[src/rtl/dram_req_arbiter.sv]
// rtl/dram_req_arbiter.sv - round-robin arbiter sharing one burst DRAM among PIM requesters
module dram_req_arbiter #(
    parameter int NUM_REQ     = 4,
    parameter int ADDR_W      = 16,
    parameter int DATA_W      = 32,
    parameter int BURST_LEN   = 4,
    parameter int TIMEOUT_CYC = 256
) (
    input  logic                              clk,
    input  logic                              rst,
    input  logic [NUM_REQ-1:0]                req_valid,
    input  logic [NUM_REQ-1:0]                req_we,
    input  logic [NUM_REQ*ADDR_W-1:0]         req_addr,
    input  logic [NUM_REQ*DATA_W*BURST_LEN-1:0] req_wdata,
    output logic [NUM_REQ-1:0]                req_ready,
    output logic [NUM_REQ-1:0]                rsp_valid,
    output logic [DATA_W-1:0]                 rsp_data,
    output logic                              rsp_last,
    output logic [NUM_REQ-1:0]                done,
    output logic                              timeout_err,
    output logic                              mem_read_en,
    output logic                              mem_write_en,
    output logic [ADDR_W-1:0]                 mem_addr,
    output logic [DATA_W-1:0]                 mem_wdata,
    input  logic                              mem_ready,
    input  logic                              mem_valid,
    input  logic [DATA_W-1:0]                 mem_rdata,
    input  logic                              mem_complete
);
    localparam int IDX_W  = (NUM_REQ > 1) ? $clog2(NUM_REQ) : 1;
    localparam int BEAT_W = (BURST_LEN > 1) ? $clog2(BURST_LEN) : 1;
    localparam int WD_W   = $clog2(TIMEOUT_CYC) + 1;
    localparam int BUF_W  = DATA_W * BURST_LEN;
    localparam logic [BEAT_W-1:0] LAST_BEAT = BEAT_W'(BURST_LEN - 1);

    typedef enum logic [1:0] {IDLE, BUSY, DRAIN} state_t;
    state_t state, state_nxt;

    logic [IDX_W-1:0]  last_grant, owner, winner;
    logic              found;
    logic              we_q;
    logic [BUF_W-1:0]  wbuf;
    logic [BEAT_W-1:0] rbeat, wbeat;
    logic              r_fin;
    logic [WD_W-1:0]   wd_cnt;
    logic              accept, finish, wd_fire, rd_beat;

    // Rotating priority: search starts just above the last winner and wraps.
    always_comb begin
        int cand;
        cand   = 0;
        winner = '0;
        found  = 1'b0;
        for (int i = 1; i <= NUM_REQ; i++) begin
            cand = int'(last_grant) + i;
            if (cand >= NUM_REQ) cand = cand - NUM_REQ;
            if (!found && req_valid[IDX_W'(cand)]) begin
                found  = 1'b1;
                winner = IDX_W'(cand);
            end
        end
    end

    always_ff @(posedge clk or negedge rst) begin
        if (!rst) state <= IDLE;
        else      state <= state_nxt;
    end

    always_comb begin
        state_nxt = state;
        accept    = 1'b0;
        finish    = 1'b0;
        wd_fire   = 1'b0;
        rd_beat   = 1'b0;
        req_ready = '0;
        rsp_valid = '0;
        rsp_last  = 1'b0;
        case (state)
            IDLE: begin
                if (rst && mem_ready && found) begin
                    accept            = 1'b1;
                    req_ready[winner] = 1'b1;
                    state_nxt         = BUSY;
                end
            end
            BUSY: begin
                // r_fin blocks strobes beyond the burst once the last beat was delivered.
                rd_beat = mem_valid && !we_q && !r_fin;
                if (rd_beat) begin
                    rsp_valid[owner] = 1'b1;
                    rsp_last         = (rbeat == LAST_BEAT);
                end
                if (mem_complete) begin
                    finish = 1'b1;
                end else if (wd_cnt == WD_W'(TIMEOUT_CYC - 1)) begin
                    finish  = 1'b1;
                    wd_fire = 1'b1;
                end
                if (finish) state_nxt = DRAIN;
            end
            DRAIN: begin
                if (mem_ready) state_nxt = IDLE;
            end
            default: state_nxt = IDLE;
        endcase
        rsp_data = rd_beat ? mem_rdata : '0;
    end

    assign mem_wdata = wbuf[wbeat*DATA_W +: DATA_W];

    always_ff @(posedge clk or negedge rst) begin
        if (!rst) begin
            last_grant   <= IDX_W'(NUM_REQ - 1);
            owner        <= '0;
            we_q         <= 1'b0;
            wbuf         <= '0;
            rbeat        <= '0;
            wbeat        <= '0;
            r_fin        <= 1'b0;
            wd_cnt       <= '0;
            done         <= '0;
            timeout_err  <= 1'b0;
            mem_read_en  <= 1'b0;
            mem_write_en <= 1'b0;
            mem_addr     <= '0;
        end else begin
            done <= '0;
            if (accept) begin
                owner        <= winner;
                last_grant   <= winner;
                we_q         <= req_we[winner];
                mem_addr     <= req_addr[winner*ADDR_W +: ADDR_W];
                wbuf         <= req_wdata[winner*BUF_W +: BUF_W];
                mem_read_en  <= ~req_we[winner];
                mem_write_en <= req_we[winner];
                rbeat        <= '0;
                wbeat        <= '0;
                r_fin        <= 1'b0;
                wd_cnt       <= '0;
            end
            if (state == BUSY) begin
                if (finish) begin
                    mem_read_en  <= 1'b0;
                    mem_write_en <= 1'b0;
                    done[owner]  <= 1'b1;
                    if (wd_fire) timeout_err <= 1'b1;
                end else begin
                    wd_cnt <= wd_cnt + 1'b1;
                end
                if (rd_beat) begin
                    if (rbeat == LAST_BEAT) r_fin <= 1'b1;
                    else                    rbeat <= rbeat + 1'b1;
                end
                if (mem_valid && we_q && wbeat != LAST_BEAT) wbeat <= wbeat + 1'b1;
            end
            if (state == DRAIN && mem_ready) begin
                rbeat  <= '0;
                wbeat  <= '0;
                r_fin  <= 1'b0;
                wd_cnt <= '0;
            end
        end
    end
endmodule
[config.mk]
export PLATFORM = sky130hd
export DESIGN_NAME = dram_req_arbiter
export DESIGN_NICKNAME = d
export VERILOG_FILES = /design/src/rtl/dram_req_arbiter.sv
export SDC_FILE = /design/constraint.sdc
export NUM_CORES = 1
export LEC_CHECK = 0
export BUFFER_PORTS_ARGS = -buffer_cell sky130_fd_sc_hd__buf_2
export CAP_MARGIN = 20
export CORE_AREA = 2 2 276 278
export CTS_BUF_LIST = sky130_fd_sc_hd__clkbuf_16
export DETAILED_ROUTE_END_ITERATION = 7
export DIE_AREA = 0 0 278 280
export PLACE_DENSITY = 0.43
export SYNTH_ARGS = -nofsm -noshare
export SYNTH_HDL_FRONTEND = slang
export SYNTH_SLANG_ARGS = --single-unit
[constraint.sdc]
create_clock -name clk -period 2 [get_ports clk]
set_clock_uncertainty 0.05 [all_clocks]
set_input_delay 0.2 -clock clk [delete_from_list [all_inputs] [get_ports clk]]
set_output_delay 0.2 -clock clk [all_outputs]
set_load 0.01 [all_outputs]
; ---- Word-level counts from Yosys, hierarchy flattened
; Index checks and enable logic that the tools add are counted.
[classes]
mux = 76
magnitude_cmp = 12
n_reduce_logical = 20
add_sub_neg = 11
eq_ne = 8
n_shift = 3
n_bitwise = 1
[ops]
columns = op, n
row1 = $shiftx 512x10->128, 1
row2 = $shiftx 128x8->32, 1
row3 = $shiftx 64x7->16, 1
row4 = $mux 2, 20
row5 = $mux 1, 37
row6 = $mux 9, 4
row7 = $mux 32, 1
row8 = $mux 4, 6
row9 = $lt 2x4->1 const B, 4
row10 = $logic_and 1x1->1, 12
row11 = $bmux 1 s2, 5
row12 = $add 9x1->9 const B, 1
row13 = $eq 9x8->1 const B, 1
row14 = $ge 3x3->1 const B, 3
row15 = $ne 2x2->1 const B, 4
row16 = $sub 2x1->2 const B, 4
row17 = $add 2x2->3 const B, 2
row18 = $lt 2x3->1 const B, 2
row19 = $pmux 2 s3, 1
row20 = $reduce_and 3->1, 2
row21 = $logic_not 1->1, 5
row22 = $add 2x1->2 const B, 2
row23 = $add 2x3->4 const B, 1
row24 = $demux 1 s2, 2
row25 = other kinds (7), 9
[totals]
in_bits = 621
ff_bits = 172
wordCells = 145
out_inout_bits = 96

; ---- Depth between registers and ports, before layout
[depth]
word_depth = 24
mapped_depth = 9

; ---- Least setup slack after synthesis
; Ideal clock, no wire load.
[synth_path]
path_kind = reg2reg
startpoint = reg wd_cnt[0]
endpoint = reg wd_cnt[7]
path_slack_ps = -225
setup_ps = 78
t_arrival_ps = 2097
path_stages_with_launch = 9
required_time_ps = 1872
period_less_slack_ps = 2225
cell_sequence = dfrtp_1 > ha_1 > nand2_1 > nor2_1 > ha_1 > nor4b_2 > nand3_1 > or3_1 > a21oi_1
[synth_via]
elab_chain_cells = 8
[synth_rtl]
columns = element, line
row1 = "start, declared", 45  ; logic [WD_W-1:0] wd_cnt;
row2 = "start signal, assigned", 148  ; wd_cnt <= wd_cnt + 1'b1;
row3 = $eq 9x8->1, 95  ; end else if (wd_cnt == WD_W'(TIMEOUT_CYC - 1)) begin
row4 = $mux 1, 95
row5 = $mux 1, 93  ; if (mem_complete) begin
row6 = $mux 1 (2 in a row), 78  ; case (state)
row7 = $mux 9 *, 142  ; if (finish) begin
row8 = $mux 9 *, 141  ; if (state == BUSY) begin
row9 = $mux 9 *, 156  ; if (state == DRAIN && mem_ready) begin
; Mark *: on every way between the ends. The rest lies on a longest branch, timed or not. The select of a mux whose other input is x is not followed.
; A chain may end at the register's enable or synchronous reset.

; ---- Final worst setup path
[layout_path]
startpoint = reg last_grant[1]
endpoint = out req_ready[3]
[layout_via]
elab_chain_cells = 22
[layout_rtl]
columns = element, line
row1 = "start, declared", 39  ; logic [IDX_W-1:0] last_grant, owner, winner;
row2 = "start signal, assigned", 113  ; last_grant <= IDX_W'(NUM_REQ - 1);
row3 = "start signal, assigned", 130  ; last_grant <= winner;
row4 = $add 2x1->3, 55  ; cand = int'(last_grant) + i;
row5 = $ge 3x3->1 / $sub 2x1->2 (equally long branches), 56  ; if (cand >= NUM_REQ) cand = cand - NUM_REQ;
row6 = $mux 2, 56
row7 = $bmux 1 s2, 57  ; if (!found && req_valid[IDX_W'(cand)]) begin
row8 = $mux 1 (not written as such) (2 in a row), 57
row9 = $mux 1, 57
row10 = $logic_not 1->1, 57
row11 = $logic_and 1x1->1, 57
row12 = (+5 left out), -
row13 = $logic_and 1x1->1, 57
row14 = $mux 2, 57
row15 = $lt 2x3->1 (not written as such) / $ge 2x1->1 (equally long branches), 82  ; req_ready[winner] = 1'b1;
row16 = $logic_and 1x1->1 (not written as such), 82
row17 = $mux 1 (not written as such), 82
row18 = $demux 1 s2, 82
row19 = $mux 4 *, 80  ; if (rst && mem_ready && found) begin
row20 = $mux 4 *, 78
row21 = "end, declared", 15  ; output logic [NUM_REQ-1:0] req_ready,
; Marks and branches as above.

==> qor.json <==
{
  "holdCritPathClass": {"value": "input pin to flop"},
  "yosys-top-cells-area": {"value": "dfrtp_1, mux2i_1, a221oi_1, and3_1, mux4_2"},
  "clock_sink_count": {"value": 172},
  "via_count_of_the_routed_design": {"value": 15370},
  "synthToLayoutAreaGrowth": {"value": 133.9, "unit": "%"},
  "cp_data_arrival_time": {"value": 2.09, "unit": "ns"},
  "estimated_wirelength_of_the_detail_placed_design": {"value": 46.90, "unit": "mm"},
  "h-tree-depth": {"value": 4},
  "ratio_of_cells_with_drive_above_1_in_the_final_layout": {"value": 0.5035},
  "synth_seq_area_share": {"value": 0.3923},
  "share_comb_of_total_power": {"value": 0.586},
  "final.hold.worst_slack": {"value": 0.01096, "unit": "ns"},
  "die_w": {"value": 278, "unit": "um"},
  "layout.cells.most_common": {"value": "buf_2"},
  "detail_route.wirelength": {"value": 70.91, "unit": "mm"},
  "pin_count_of_the_biggest_net_entering_global_routing": {"value": 95},
  "power.switching_fraction": {"value": 0.3843},
  "period_minus_slack": {"value": 2.338, "unit": "ns"},
  "port-buffer-count": {"value": 716},
  "outcome": {"value": "finished with violations"},
  "count_of_flip_flops_with_a_built_in_enable_after_synthesis": {"value": 0},
  "setup.worst_path.end_class": {"value": "output port"},
  "path_max_fanout": {"value": 6},
  "place.gp.congestion": {"value": 0.8511},
  "finalWorstSetupSlack": {"value": -0.3380, "unit": "ns"},
  "async_flop_share": {"value": 1.000},
  "ys_dominant_reg_cell": {"value": "dfrtp_1"},
  "timing.final.crit_share": {"value": 1.169},
  "fmax": {"value": 0.4277, "unit": "GHz"},
  "failed_checks": {"value": "setup timing"},
  "grt_remaining_overflow": {"value": 0},
  "cts-buffers-inserted": {"value": 17},
  "power.share.clock": {"value": 0.142},
  "rows": {"value": 101},
  "power.net_switching": {"value": 9260, "unit": "uW"},
  "floorplan_core_area": {"value": 75190, "unit": "um^2"},
  "ys_seq_elements": {"value": 172},
  "synthesis.area_per_instance": {"value": 10.26, "unit": "um^2"},
  "cellInternalPower": {"value": 14840, "unit": "uW"},
  "hold_viol_final": {"value": 0},
  "ant_nets": {"value": 0},
  "ioPinCount": {"value": 717},
  "unrepaired_setup_endpoints_after_global_routing": {"value": "yes"},
  "power.ir.vdd_worst": {"value": 0.5820, "unit": "mV"},
  "synthDominantAreaCellType": {"value": "dfrtp_1"},
  "total_leakage_power": {"value": 0.01189, "unit": "uW"},
  "setup.worst_path.class": {"value": "flop to output port"},
  "drt-wirelength-per-cell": {"value": 20.66, "unit": "um"},
  "floorplan.die_area": {"value": 77840, "unit": "um^2"},
  "latest_clock_arrival_within_the_worst_skew_pair": {"value": 0.49, "unit": "ns"},
  "power.total": {"value": 24100, "unit": "uW"},
  "grt_util_all_layers": {"value": 0.1688},
  "drt-vias-per-instance": {"value": 4.479},
  "initial_core_util": {"value": 0.1460},
  "final_cell_mix": {"value": "buf_2, dlygate4sd3_1, dfrtp_1, and3_1, o21ai_1"},
  "grt_pass1_vias": {"value": 16390},
  "number_of_remaining_drc_errors": {"value": 0},
  "seqPwrFrac": {"value": 0.272},
  "path_clk_slew": {"value": 0.08, "unit": "ns"},
  "num-nets-final": {"value": 3061},
  "synth_cell_types": {"value": 47},
  "fillCellCount": {"value": 7316},
  "drt-initial-drc-count": {"value": 690},
  "number_of_antenna_violations_at_the_first_check_in_global_routing": {"value": 9},
  "synthDominantCellAreaShare": {"value": 0.3875},
  "syn_nets": {"value": 1695},
  "synthesis.area": {"value": 10980, "unit": "um^2"},
  "clock_tree_buffer_depth": {"value": 2},
  "setup.worst_path.start_class": {"value": "flop"},
  "postSynthCellCount": {"value": 1070},
  "clock_tree_from_tritoncts": {"value": "done"},
  "yosysWarningCount": {"value": 0},
  "final_max_slew_viols": {"value": 0},
  "timing.slew.headroom": {"value": 0.4631},
  "setup_violations": {"value": 219},
  "grt_first_pass_wirelength": {"value": 99.45, "unit": "mm"},
  "critPathRequiredTime": {"value": 1.75, "unit": "ns"},
  "firstDrtPassIters": {"value": 5},
  "die-height": {"value": 280, "unit": "um"},
  "pwr_density_cell": {"value": 938.3, "unit": "nW/um^2"},
  "cap_viol_max_count": {"value": 0},
  "worst_pin_slew": {"value": 0.8054, "unit": "ns"},
  "cts.root.buffer_cell": {"value": "clkbuf_16"}
}
-- cell type report --
type / count / area (um^2) / area share
Timing Repair Buffer: 1457 / 11900 / 0.4635
Multi-Input combinational cell: 781 / 7649 / 0.2978
Sequential cell: 172 / 4314 / 0.1680
Tap cell: 978 / 1224 / 0.04765
Clock buffer: 17 / 425.4 / 0.01657
Clock inverter: 15 / 127.6 / 0.004970
Inverter: 7 / 26.28 / 0.001023
Antenna cell: 5 / 12.51 / 0.0004872
-- state kept, by name (all words and copies together) (netlist names) --
| register | count |
|---|---|
| mem_write_en | 1 |
| mem_addr | 16 |
| timeout_err | 1 |
| wbuf | 128 |
| we_q | 1 |
| mem_read_en | 1 |
| done | 4 |
| last_grant | 2 |
| state | 2 |
| rbeat | 2 |
| r_fin | 1 |
| wbeat | 2 |
| wd_cnt | 9 |
| owner | 2 |
-- final timing paths --
path | startpoint | end | slack, ns | cells past startpoint
min in group asynchronous | rst | wbuf[46] | 0.32 | 3
setup reg to reg | last_grant[1] | wbuf[112] | -0.30 | 10
hold / removal | req_wdata[47] | wbuf[47] | 0.01 | 3
setup / recovery | last_grant[1] | req_ready[3] | -0.34 | 6
hold reg to reg | timeout_err | timeout_err | 0.43 | 1
max in group asynchronous | rst | wbuf[119] | 0.45 | 4
-- logic make-up after synthesis --
logic type      synth area share
fa+ha+maj               0.004559
xor+xnor                0.002394
flops                     0.3923
buf+inv                  0.04912
compound gates            0.2159
mux                       0.1988
simple gates              0.1370
-- stage by stage --
stage                 util  setup slack, ns  setup TNS [ns]  std cells  instance area [um^2]
floorplan                -         -0.06613          -2.973       1070                 11370
CTS                 0.3205          -0.4305          -67.18       3404                 24100
global placement    0.2269          -0.4196          -17.22       2801                 17060
finish              0.3415          -0.3380          -50.27       3432                 25680
detailed placement  0.2269          -0.4486          -22.71       2801                 17060
global route        0.3414          -0.4469          -72.25       3429                 25670
-- power groups by stage --
| stage | clock network, uW | registers (uW) | logic (uW) |
|---|---|---|---|
| final | 3420 | 6560 | 14100 |
| after global routing | 3700 | 6720 | 15000 |
| after CTS | 3590 | 6500 | 12100 |
| after detailed placement | 0 | 6530 | 9610 |
| after global placement | 0 | 6490 | 9490 |
| after floorplan | 0 | 5810 | 5690 |
-- per-layer routing --
metal  track usage  vias to the layer above  share of wire
li1              -                     6969              -
met1        0.1993                     7531           0.40
met2        0.2972                      716           0.51
met3       0.04139                      147          0.062
met4       0.05835                        8          0.029
met5             0                        -        0.00072
-- critical path, stage by stage, from the launching register on --
cell      delay [ns]
dfstp_2         0.59
mux2i_2         0.27
o21ai_2         0.09
o2111a_4        0.30
buf_12          0.13
buf_6           0.11
buf_6           0.11
-- cell usage after synthesis, drive strengths merged, types with 4 or more instances --
cell / number
clkbuf: 62
nand3: 12
a221oi: 139
and3: 140
nor2: 27
o21ai: 151
a21oi: 12
mux2i: 146
mux4: 32
nand2: 24
nor3: 7
ha: 4
buf: 48
dfrtp: 170
inv: 7
a211o: 5
a31oi: 4
o211ai: 9
and2: 35
-- repair_timing --
| action | in CTS | in global routing |
|---|---|---|
| cloned | 7 | 9 |
| pin swaps | 19 | 49 |
| hold buffers | 539 | 3 |
| resized for setup | 155 | 299 |
| endpoints found under the hold margin | 169 | 2 |
| endpoints found under the setup margin | 219 | 232 |
| setup buffers | 26 | 18 |
No activity file was read; power rests on OpenSTA's default activity.
